[src/rtl/fib_pkg.sv]
// Shared types and default parameters for the Fibonacci sequence generator.
package fib_pkg;

    typedef enum logic [1:0] {
        IDLE,
        RUN,
        DONE
    } state_t;

    localparam int unsigned FIB_WIDTH       = 8;
    localparam int unsigned FIB_CNT_W       = 6;
    localparam bit          FIB_STOP_ON_OVF = 1'b1;

endpackage

[src/rtl/full_adder.sv]
// Single-bit full adder, the building block of the ripple-carry adder.
module full_adder (
    input  logic a,
    input  logic b,
    input  logic cin,
    output logic s,
    output logic cout
);

    assign s    = a ^ b ^ cin;
    assign cout = (a & b) | (cin & (a ^ b));

endmodule

[src/rtl/rcadder_nb.sv]
// WIDTH-bit ripple-carry adder with carry-in tied low; cout flags modulo wrap.
module rcadder_nb #(
    parameter int unsigned WIDTH = 8
) (
    input  logic [WIDTH-1:0] a,
    input  logic [WIDTH-1:0] b,
    output logic [WIDTH-1:0] sum,
    output logic             cout
);

    logic [WIDTH:0] carry;

    assign carry[0] = 1'b0;

    for (genvar i = 0; i < WIDTH; i++) begin : g_bit
        full_adder u_fa (
            .a    (a[i]),
            .b    (b[i]),
            .cin  (carry[i]),
            .s    (sum[i]),
            .cout (carry[i+1])
        );
    end

    assign cout = carry[WIDTH];

endmodule

[src/rtl/fib_seq_gen.sv]
// Handshaked Fibonacci term streamer: emits F0..F(n-1) over valid/ready,
// with adder-carry overflow detection that either stops or wraps the run.
module fib_seq_gen
    import fib_pkg::*;
#(
    parameter int unsigned WIDTH       = FIB_WIDTH,
    parameter int unsigned CNT_W       = FIB_CNT_W,
    parameter bit          STOP_ON_OVF = FIB_STOP_ON_OVF
) (
    input  logic             clk,
    input  logic             rst,
    input  logic             start,
    input  logic [CNT_W-1:0] n_terms,
    output logic             ready,
    output logic             out_valid,
    input  logic             out_ready,
    output logic [WIDTH-1:0] term,
    output logic [CNT_W-1:0] index,
    output logic             done,
    output logic             overflow
);

    state_t           state, state_nxt;
    logic [WIDTH-1:0] a_q, b_q, sum;
    logic             cout, b_ovf;
    logic [CNT_W-1:0] idx, n_q;
    logic             ovf_q;
    logic             hs, last;

    rcadder_nb #(.WIDTH(WIDTH)) u_add (
        .a    (a_q),
        .b    (b_q),
        .sum  (sum),
        .cout (cout)
    );

    assign hs   = (state == RUN) && out_ready;
    assign last = (idx == n_q - CNT_W'(1));

    always_ff @(posedge clk or posedge rst) begin
        if (rst) state <= IDLE;
        else     state <= state_nxt;
    end

    always_comb begin
        state_nxt = state;
        case (state)
            IDLE: if (start) state_nxt = (n_terms == '0) ? DONE : RUN;
            RUN:  if (hs && (last || (b_ovf && STOP_ON_OVF))) state_nxt = DONE;
            DONE: state_nxt = IDLE;
            default: state_nxt = IDLE;
        endcase
    end

    always_comb begin
        ready     = 1'b0;
        out_valid = 1'b0;
        done      = 1'b0;
        case (state)
            IDLE:    ready     = 1'b1;
            RUN:     out_valid = 1'b1;
            DONE:    done      = 1'b1;
            default: ready     = 1'b0;
        endcase
    end

    // b runs one term ahead; its carry only matters once it is promoted to a.
    always_ff @(posedge clk or posedge rst) begin
        if (rst) begin
            a_q   <= '0;
            b_q   <= WIDTH'(1);
            b_ovf <= 1'b0;
            idx   <= '0;
            n_q   <= '0;
            ovf_q <= 1'b0;
        end else if (state == IDLE) begin
            if (start) begin
                n_q   <= n_terms;
                ovf_q <= 1'b0;
                a_q   <= '0;
                b_q   <= WIDTH'(1);
                b_ovf <= 1'b0;
                idx   <= '0;
            end
        end else if (hs && !last) begin
            if (b_ovf && STOP_ON_OVF) begin
                ovf_q <= 1'b1;
            end else begin
                a_q   <= b_q;
                b_q   <= sum;
                b_ovf <= cout;
                idx   <= idx + CNT_W'(1);
                if (b_ovf) ovf_q <= 1'b1;
            end
        end
    end

    assign term     = a_q;
    assign index    = idx;
    assign overflow = ovf_q;

endmodule

[config.mk]
export PLATFORM = sky130hd
export DESIGN_NAME = fib_seq_gen
export DESIGN_NICKNAME = d
export VERILOG_FILES = /design/src/rtl/fib_pkg.sv /design/src/rtl/full_adder.sv /design/src/rtl/rcadder_nb.sv /design/src/rtl/fib_seq_gen.sv
export SDC_FILE = /design/constraint.sdc
export NUM_CORES = 1
export LEC_CHECK = 0
export ABC_AREA = 1
export CORE_AREA = 4 4 67 63
export DETAILED_ROUTE_END_ITERATION = 8
export DIE_AREA = 0 0 71 67
export DONT_BUFFER_PORTS = 1
export GPL_TIMING_DRIVEN = 0
export PLACE_DENSITY = 0.69
export SETUP_SLACK_MARGIN = 0.4
export SLEW_MARGIN = 10
export SYNTH_ARGS = -nofsm -noshare
export SYNTH_HDL_FRONTEND = slang
export SYNTH_HIERARCHICAL = 1
export SYNTH_SLANG_ARGS = --single-unit
[constraint.sdc]
create_clock -name clk -period 5.3 [get_ports clk]
set_clock_uncertainty 0.05 [all_clocks]
set_input_delay 0.795 -clock clk [delete_from_list [all_inputs] [get_ports clk]]
set_output_delay 0.795 -clock clk [all_outputs]
set_load 0.01 [all_outputs]
==> impl_metrics.env, run 1 <==
export IMPL_status="finished, final reports clean"
export IMPL_drc=0
export IMPL_slew_headroom_pct=55.4
export IMPL_fp_dieH_um=67
export IMPL_critPathTopFamily="adder cells"
export IMPL_firstDrtPassIters=4
export IMPL_grt_pass1_vias=1332
export IMPL_critical_path_endpoint_type="flip-flop"
export IMPL_ys_seq_elements=32
export IMPL_ant_nets=0
export IMPL_cts_sinks=32
export IMPL_final_period_utilization_pct=76.2
export IMPL_dpl_hpwl_mm=2.62
export IMPL_grt_max_degree=33
export IMPL_post_cts_setup_buffer_count=0
export IMPL_antenna_found_initial=0
export IMPL_peakVddDrop_mv=0.211
export IMPL_grt_pass1_wl_mm=6.15
export IMPL_cts_reportedPaths_clkPinSlew_ns=0.06
export IMPL_setup_viol=0
export IMPL_drv_cap=0
export IMPL_slowest_delay_ns=0.46
export IMPL_hold_worst_slack_ns=0.432
export IMPL_initial_core_util_pct=53.2
export IMPL_clock_path_buffers=2
export IMPL_rows=21
export IMPL_crit_top_cell="fa_1"
export IMPL_worstPathCellList="fa_1 > fa_1 > fa_1 > fa_1 > fa_1 > fa_1 > fa_1 > fa_1 > nand3_1 > nand2_1"
export IMPL_required_ns=5.42
export IMPL_cts_hold_fix_buffers=0
export IMPL_dp_cells=272
export IMPL_hold_viol=0
export IMPL_min_period_ns=4.04
export IMPL_cts_root_buffer="clkbuf_8"
export IMPL_cts_buffers=5
export IMPL_hold_path_class="in2async"
export IMPL_synthCells=226
export IMPL_drive_above_1_share_pct=15.8
export IMPL_num_nets_final=253
export IMPL_wl_mm=3.65
export IMPL_gp_congestion=0.768
export IMPL_arrival_ns=4.16
export IMPL_path_class="reg2reg"
export IMPL_final_cells=280
export IMPL_vias=1418
export IMPL_die_w_um=71
export IMPL_synth_warnings=6
export IMPL_syn_to_final_growth_pct=7.76
export IMPL_seq_area_frac_synth_pct=42.2
export IMPL_slowest_stage="fa_1"
export IMPL_worst_path_buf_inv=0
export IMPL_cts_tree="done"
export IMPL_max_freq_ghz=0.248
export IMPL_critPathLaunchType="flip-flop"
export IMPL_fp_dieArea_um2=4760
export IMPL_diodes=0
export IMPL_leakagePower_nw=1.05
export IMPL_slew_viol_final=0
export IMPL_synth_avg_cell_area_um2=8.42
export IMPL_fin_tns_setup_ns=0
export IMPL_clk_latency_ns=0.28
export IMPL_syn_nets=246
export IMPL_port_buffers=0
export IMPL_ios=28
export IMPL_ys_types=30
export IMPL_path_max_fanout=3
export IMPL_htree_levels=2
export IMPL_fp_coreArea_um2=3570
export IMPL_viasPerCell=5.06
export IMPL_ctsResizeCount=0
export IMPL_overflow=0
export IMPL_powerDensity_nw_per_um2=559
export IMPL_worst_pin_slew_ns=0.668
export IMPL_drt_iter0_markers=76
export IMPL_routedWlPerCell_um=13.0
export IMPL_rsz0062_at_grt="no"
export IMPL_grt_total_usage_pct=16.9
export IMPL_synth_area_um2=1900
per-stage QoR:
stage | utilization (%) | power (W) | setup slack (ns) | instance area [um^2]
final | 57.4 | 0.00115 | 1.26 | 2050
after global placement | 54.8 | 0.000947 | 1.30 | 1960
after CTS | 57.4 | 0.00116 | 1.26 | 2050
after floorplan | - | 0.000852 | 1.44 | 1900
after detailed placement | 54.8 | 0.000959 | 1.27 | 1960
after global routing | 57.4 | 0.00125 | 1.19 | 2050
cells in the mapped netlist:
master    instances  area (um^2)
inv_1            21         78.8
nand4_1           1         6.26
xor2_1            3         26.3
buf_6             1         11.3
fa_1              8          160
o21ai_1           7         35.0
clkbuf_1          2         7.51
ha_1              2         25.0
dfstp_2           1         26.3
nor2_1           13         48.8
dfrtp_1          31          776
nand3_2          11          110
buf_2             3         15.0
nor2_2            3         18.8
o22ai_1           1         6.26
nor3_1            2         10.0
nor3b_1           1         7.51
xnor2_1           1         8.76
clkinv_1          1         3.75
nand3_1          32          160
nand3_4           1         17.5
inv_2             5         18.8
buf_8             1         15.0
nand2_4           1         11.3
a21oi_1           3         15.0
conb_1            1         3.75
o21ai_0           2         10.0
o21ai_2           3         26.3
a31oi_1           1         6.26
nand2_1          63          236
state kept, by name (all words and copies together), names as in the netlist:
name,cells
overflow,1
b_q,8
n_q,6
index,6
term,8
b_ovf,1
state,2
cell type report:
type | count | area (um^2)
plain buffers | 7 | 48.8
clock buffers | 8 | 90.1
fillers | 334 | 1520
inverters | 27 | 101
multi-input cells | 160 | 950
flip-flops and latches | 32 | 802
well taps | 46 | 57.6
power by group:
part | total [W] | leakage (nW) | internal [W] | switching [W]
clock network | 0.000193 | 0.0455 | 0.000106 | 0.0000868
logic | 0.000528 | 0.582 | 0.000189 | 0.000339
registers | 0.000426 | 0.424 | 0.000322 | 0.000104
cell families after synthesis:
logic type,Yosys count,share of synthesized area [%]
AOI/OAI and AO/OA,17,5.20
buffers and inverters,34,7.89
adders and majority gates,10,9.74
and+or+nand+nor,128,33.0
other,1,0.197
xor gates and xnor gates,4,1.84
DFF,32,42.2
cells in the final DEF, fill, tap and decap left out, types with 2 or more instances in the layout:
cell type and count:
a21oi_1 3, buf_2 3, clkbuf_1 4, clkbuf_8 6, dfrtp_1 31, fa_1 8
ha_1 2, inv_1 20, inv_2 6, nand2_1 63, nand3_1 32, nand3_2 11
nor2_1 13, nor2_2 3, nor3_1 2, o21ai_0 2, o21ai_1 7, o21ai_2 3
xor2_1 3
final timing paths:
path                       startpoint  cells past startpoint  slack (ns)  endpoint
hold / removal                    rst                      1        0.43   term[2]
setup reg to reg              term[0]                     10        1.26    b_q[7]
min in group clk               b_q[0]                      2        0.46    b_q[0]
max in group asynchronous         rst                      1        4.32    b_q[4]
setup / recovery              term[0]                     10        1.26    b_q[7]
hold reg to reg                b_q[0]                      2        0.46    b_q[0]
metal layers:
metal | global-route usage (%) | routed length [um] | up-vias
li1 | - | - | 731
met1 | 23.0 | 1810 | 655
met2 | 24.7 | 1590 | 27
met3 | 6.18 | 194 | 5
met4 | 5.63 | 51 | 0
met5 | 0 | 0 | -
(Power assumes the default switching activity.)
==> inputs of run 2 (changes only) <==
clock period = 4.1 ns   (was 5.3 ns; I/O delays follow)
==> run 2 against run 1 <==
Clock power rose by 30%. Core utilization rose by 0.53 points. Die area did not move. Sequential share of layout area fell by 0.29 points. Non-clock buffer count did not move. Maximum frequency rose by 11%. First-iteration DRC count fell by 5.3%. Setup slack got worse by 0.80 ns.
==> impl_metrics.env, run 2 (synthesized netlist as in run 1, its figures left out) <==
export IMPL_crit_cells=10
export IMPL_drv_cap=0
export IMPL_report_power_total_w=0.00150
export IMPL_path_class="reg2reg"
export IMPL_ant_nets=0
export IMPL_drive_above_1_share_pct=19.2
export IMPL_multi_input_comb_area_um2=967
export IMPL_worst_path_buf_inv=0
export IMPL_cts_buffers=5
export IMPL_grt_pass1_wl_mm=6.39
export IMPL_clk_latency_ns=0.28
export IMPL_arrival_ns=3.76
export IMPL_powerDensity_nw_per_um2=723
export IMPL_cts_sinks=32
export IMPL_wl_mm=3.66
export IMPL_final_common_cell="nand2_1"
export IMPL_fp_dieH_um=67
export IMPL_routedWlPerCell_um=13.1
export IMPL_firstDrtPassIters=4
export IMPL_slew_headroom_pct=54.8
export IMPL_slowest_delay_ns=0.45
export IMPL_slew_viol_final=0
export IMPL_antenna_found_initial=0
export IMPL_final_period_utilization_pct=88.7
export IMPL_post_cts_setup_buffer_count=0
export IMPL_cts_root_buffer="clkbuf_8"
export IMPL_grt_max_degree=33
export IMPL_syn_to_final_growth_pct=8.75
export IMPL_setup_viol=0
export IMPL_max_freq_ghz=0.275
export IMPL_drt_iter0_markers=72
export IMPL_critPathLaunchType="flip-flop"
export IMPL_gp_congestion=0.725
export IMPL_clock_path_buffers=2
export IMPL_diodes=0
export IMPL_ios=28
export IMPL_critical_path_endpoint_type="flip-flop"
export IMPL_fp_coreArea_um2=3570
export IMPL_initial_core_util_pct=53.2
export IMPL_critPathTopFamily="adder cells"
export IMPL_vias=1457
export IMPL_slowest_stage="dfrtp_2"
export IMPL_viasPerCell=5.20
export IMPL_worstPathCellList="fa_2 > fa_2 > fa_2 > fa_2 > fa_2 > fa_2 > fa_2 > fa_1 > nand3_1 > nand2_1"
export IMPL_hold_viol=0
export IMPL_status="finished, final reports clean"
export IMPL_rr_worst_depth=10
export IMPL_layout_cells_most_common_list="63 x nand2_1, 32 x nand3_1, 30 x dfrtp_1"
export IMPL_grt_pass1_vias=1372
export IMPL_required_ns=4.22
export IMPL_cts_reportedPaths_clkPinSlew_ns=0.06
export IMPL_num_nets_final=253
export IMPL_crit_top_cell="fa_2"
export IMPL_overflow=0
export IMPL_fin_tns_setup_ns=0
export IMPL_hold_path_class="in2async"
export IMPL_grt_total_usage_pct=17.6
export IMPL_path_max_fanout=3
export IMPL_min_period_ns=3.64
export IMPL_peakVddDrop_mv=0.252
export IMPL_dpl_hpwl_mm=2.67
export IMPL_rows=21
export IMPL_rsz0062_at_grt="yes"
export IMPL_nFillCells=348
export IMPL_fp_dieArea_um2=4760
export IMPL_cts_tree="done"
export IMPL_htree_levels=2
export IMPL_worst_pin_slew_ns=0.676
export IMPL_seqCellArea_um2=803
export IMPL_drc=0
export IMPL_port_buffers=0
export IMPL_die_w_um=71
export IMPL_leakagePower_nw=1.04
==> run 2: cell counts in the layout (fill, tap and decap cells not counted) <==
Identical to the previous run, type by type.
==> run 2: repair_timing <==
item | 4_1_cts | 5_1_grt
pin swaps | 0 | 1
endpoints found under the setup margin | 2 | 1
gates cloned | 0 | 0
hold buffers | 0 | 0
resized for setup | 4 | 0
==> run 2: report_power, final <==
| part | internal, W | total (W) | leakage [nW] | switching [W] |
|---|---|---|---|---|
| registers | 0.000417 | 0.000552 | 0.423 | 0.000135 |
| clock network | 0.000137 | 0.000250 | 0.0455 | 0.000114 |
| logic | 0.000251 | 0.000694 | 0.568 | 0.000443 |
| total | 0.000805 | 0.00150 | 1.04 | 0.000691 |
==> run 2: routing by layer <==
metal / GRT usage (%) / wire length [um]
met1: 24.8 / 1770
met2: 24.9 / 1630
met3: 6.49 / 201
met4: 5.63 / 59
met5: 0 / 0
==> run 2: worst reg2reg max path, stage by stage (launching register included) <==
cell and delay (ns):
dfrtp_2 0.45, fa_2 0.36, fa_2 0.35, fa_2 0.35
fa_2 0.34, fa_2 0.35, fa_2 0.34, fa_2 0.35
fa_1 0.44, nand3_1 0.09, nand2_1 0.06
==> run 2: area by class of cell <==
| class | instances | share of cell area (%) |
|---|---|---|
| plain buffers | 7 | 2.36 |
| clock buffers | 8 | 4.36 |
| inverters | 27 | 4.90 |
| multi-input cells | 160 | 46.8 |
| flip-flops and latches | 32 | 38.8 |
| well taps | 46 | 2.78 |
==> run 2: final timing paths <==
path	from	end	slack (ns)
setup / recovery	term[0]	b_q[7]	0.46
max in group asynchronous	rst	term[0]	3.27
min in group clk	n_terms[1]	n_q[1]	0.40
setup reg to reg	term[0]	b_q[7]	0.46
hold reg to reg	b_q[0]	b_q[0]	0.46
hold / removal	rst	term[3]	0.26
==> run 2: metrics by stage <==
step	std cells	worst slack (ns)	utilization (%)	hold slack (ns)	instance area [um^2]
after floorplan	226	0.404	-	0.429	1910
after global placement	272	0.277	55.1	0.457	1970
after detailed placement	272	0.267	55.1	0.458	1970
after CTS	280	0.409	57.9	0.398	2070
after global routing	280	0.390	57.9	0.299	2070
final	280	0.462	57.9	0.261	2070
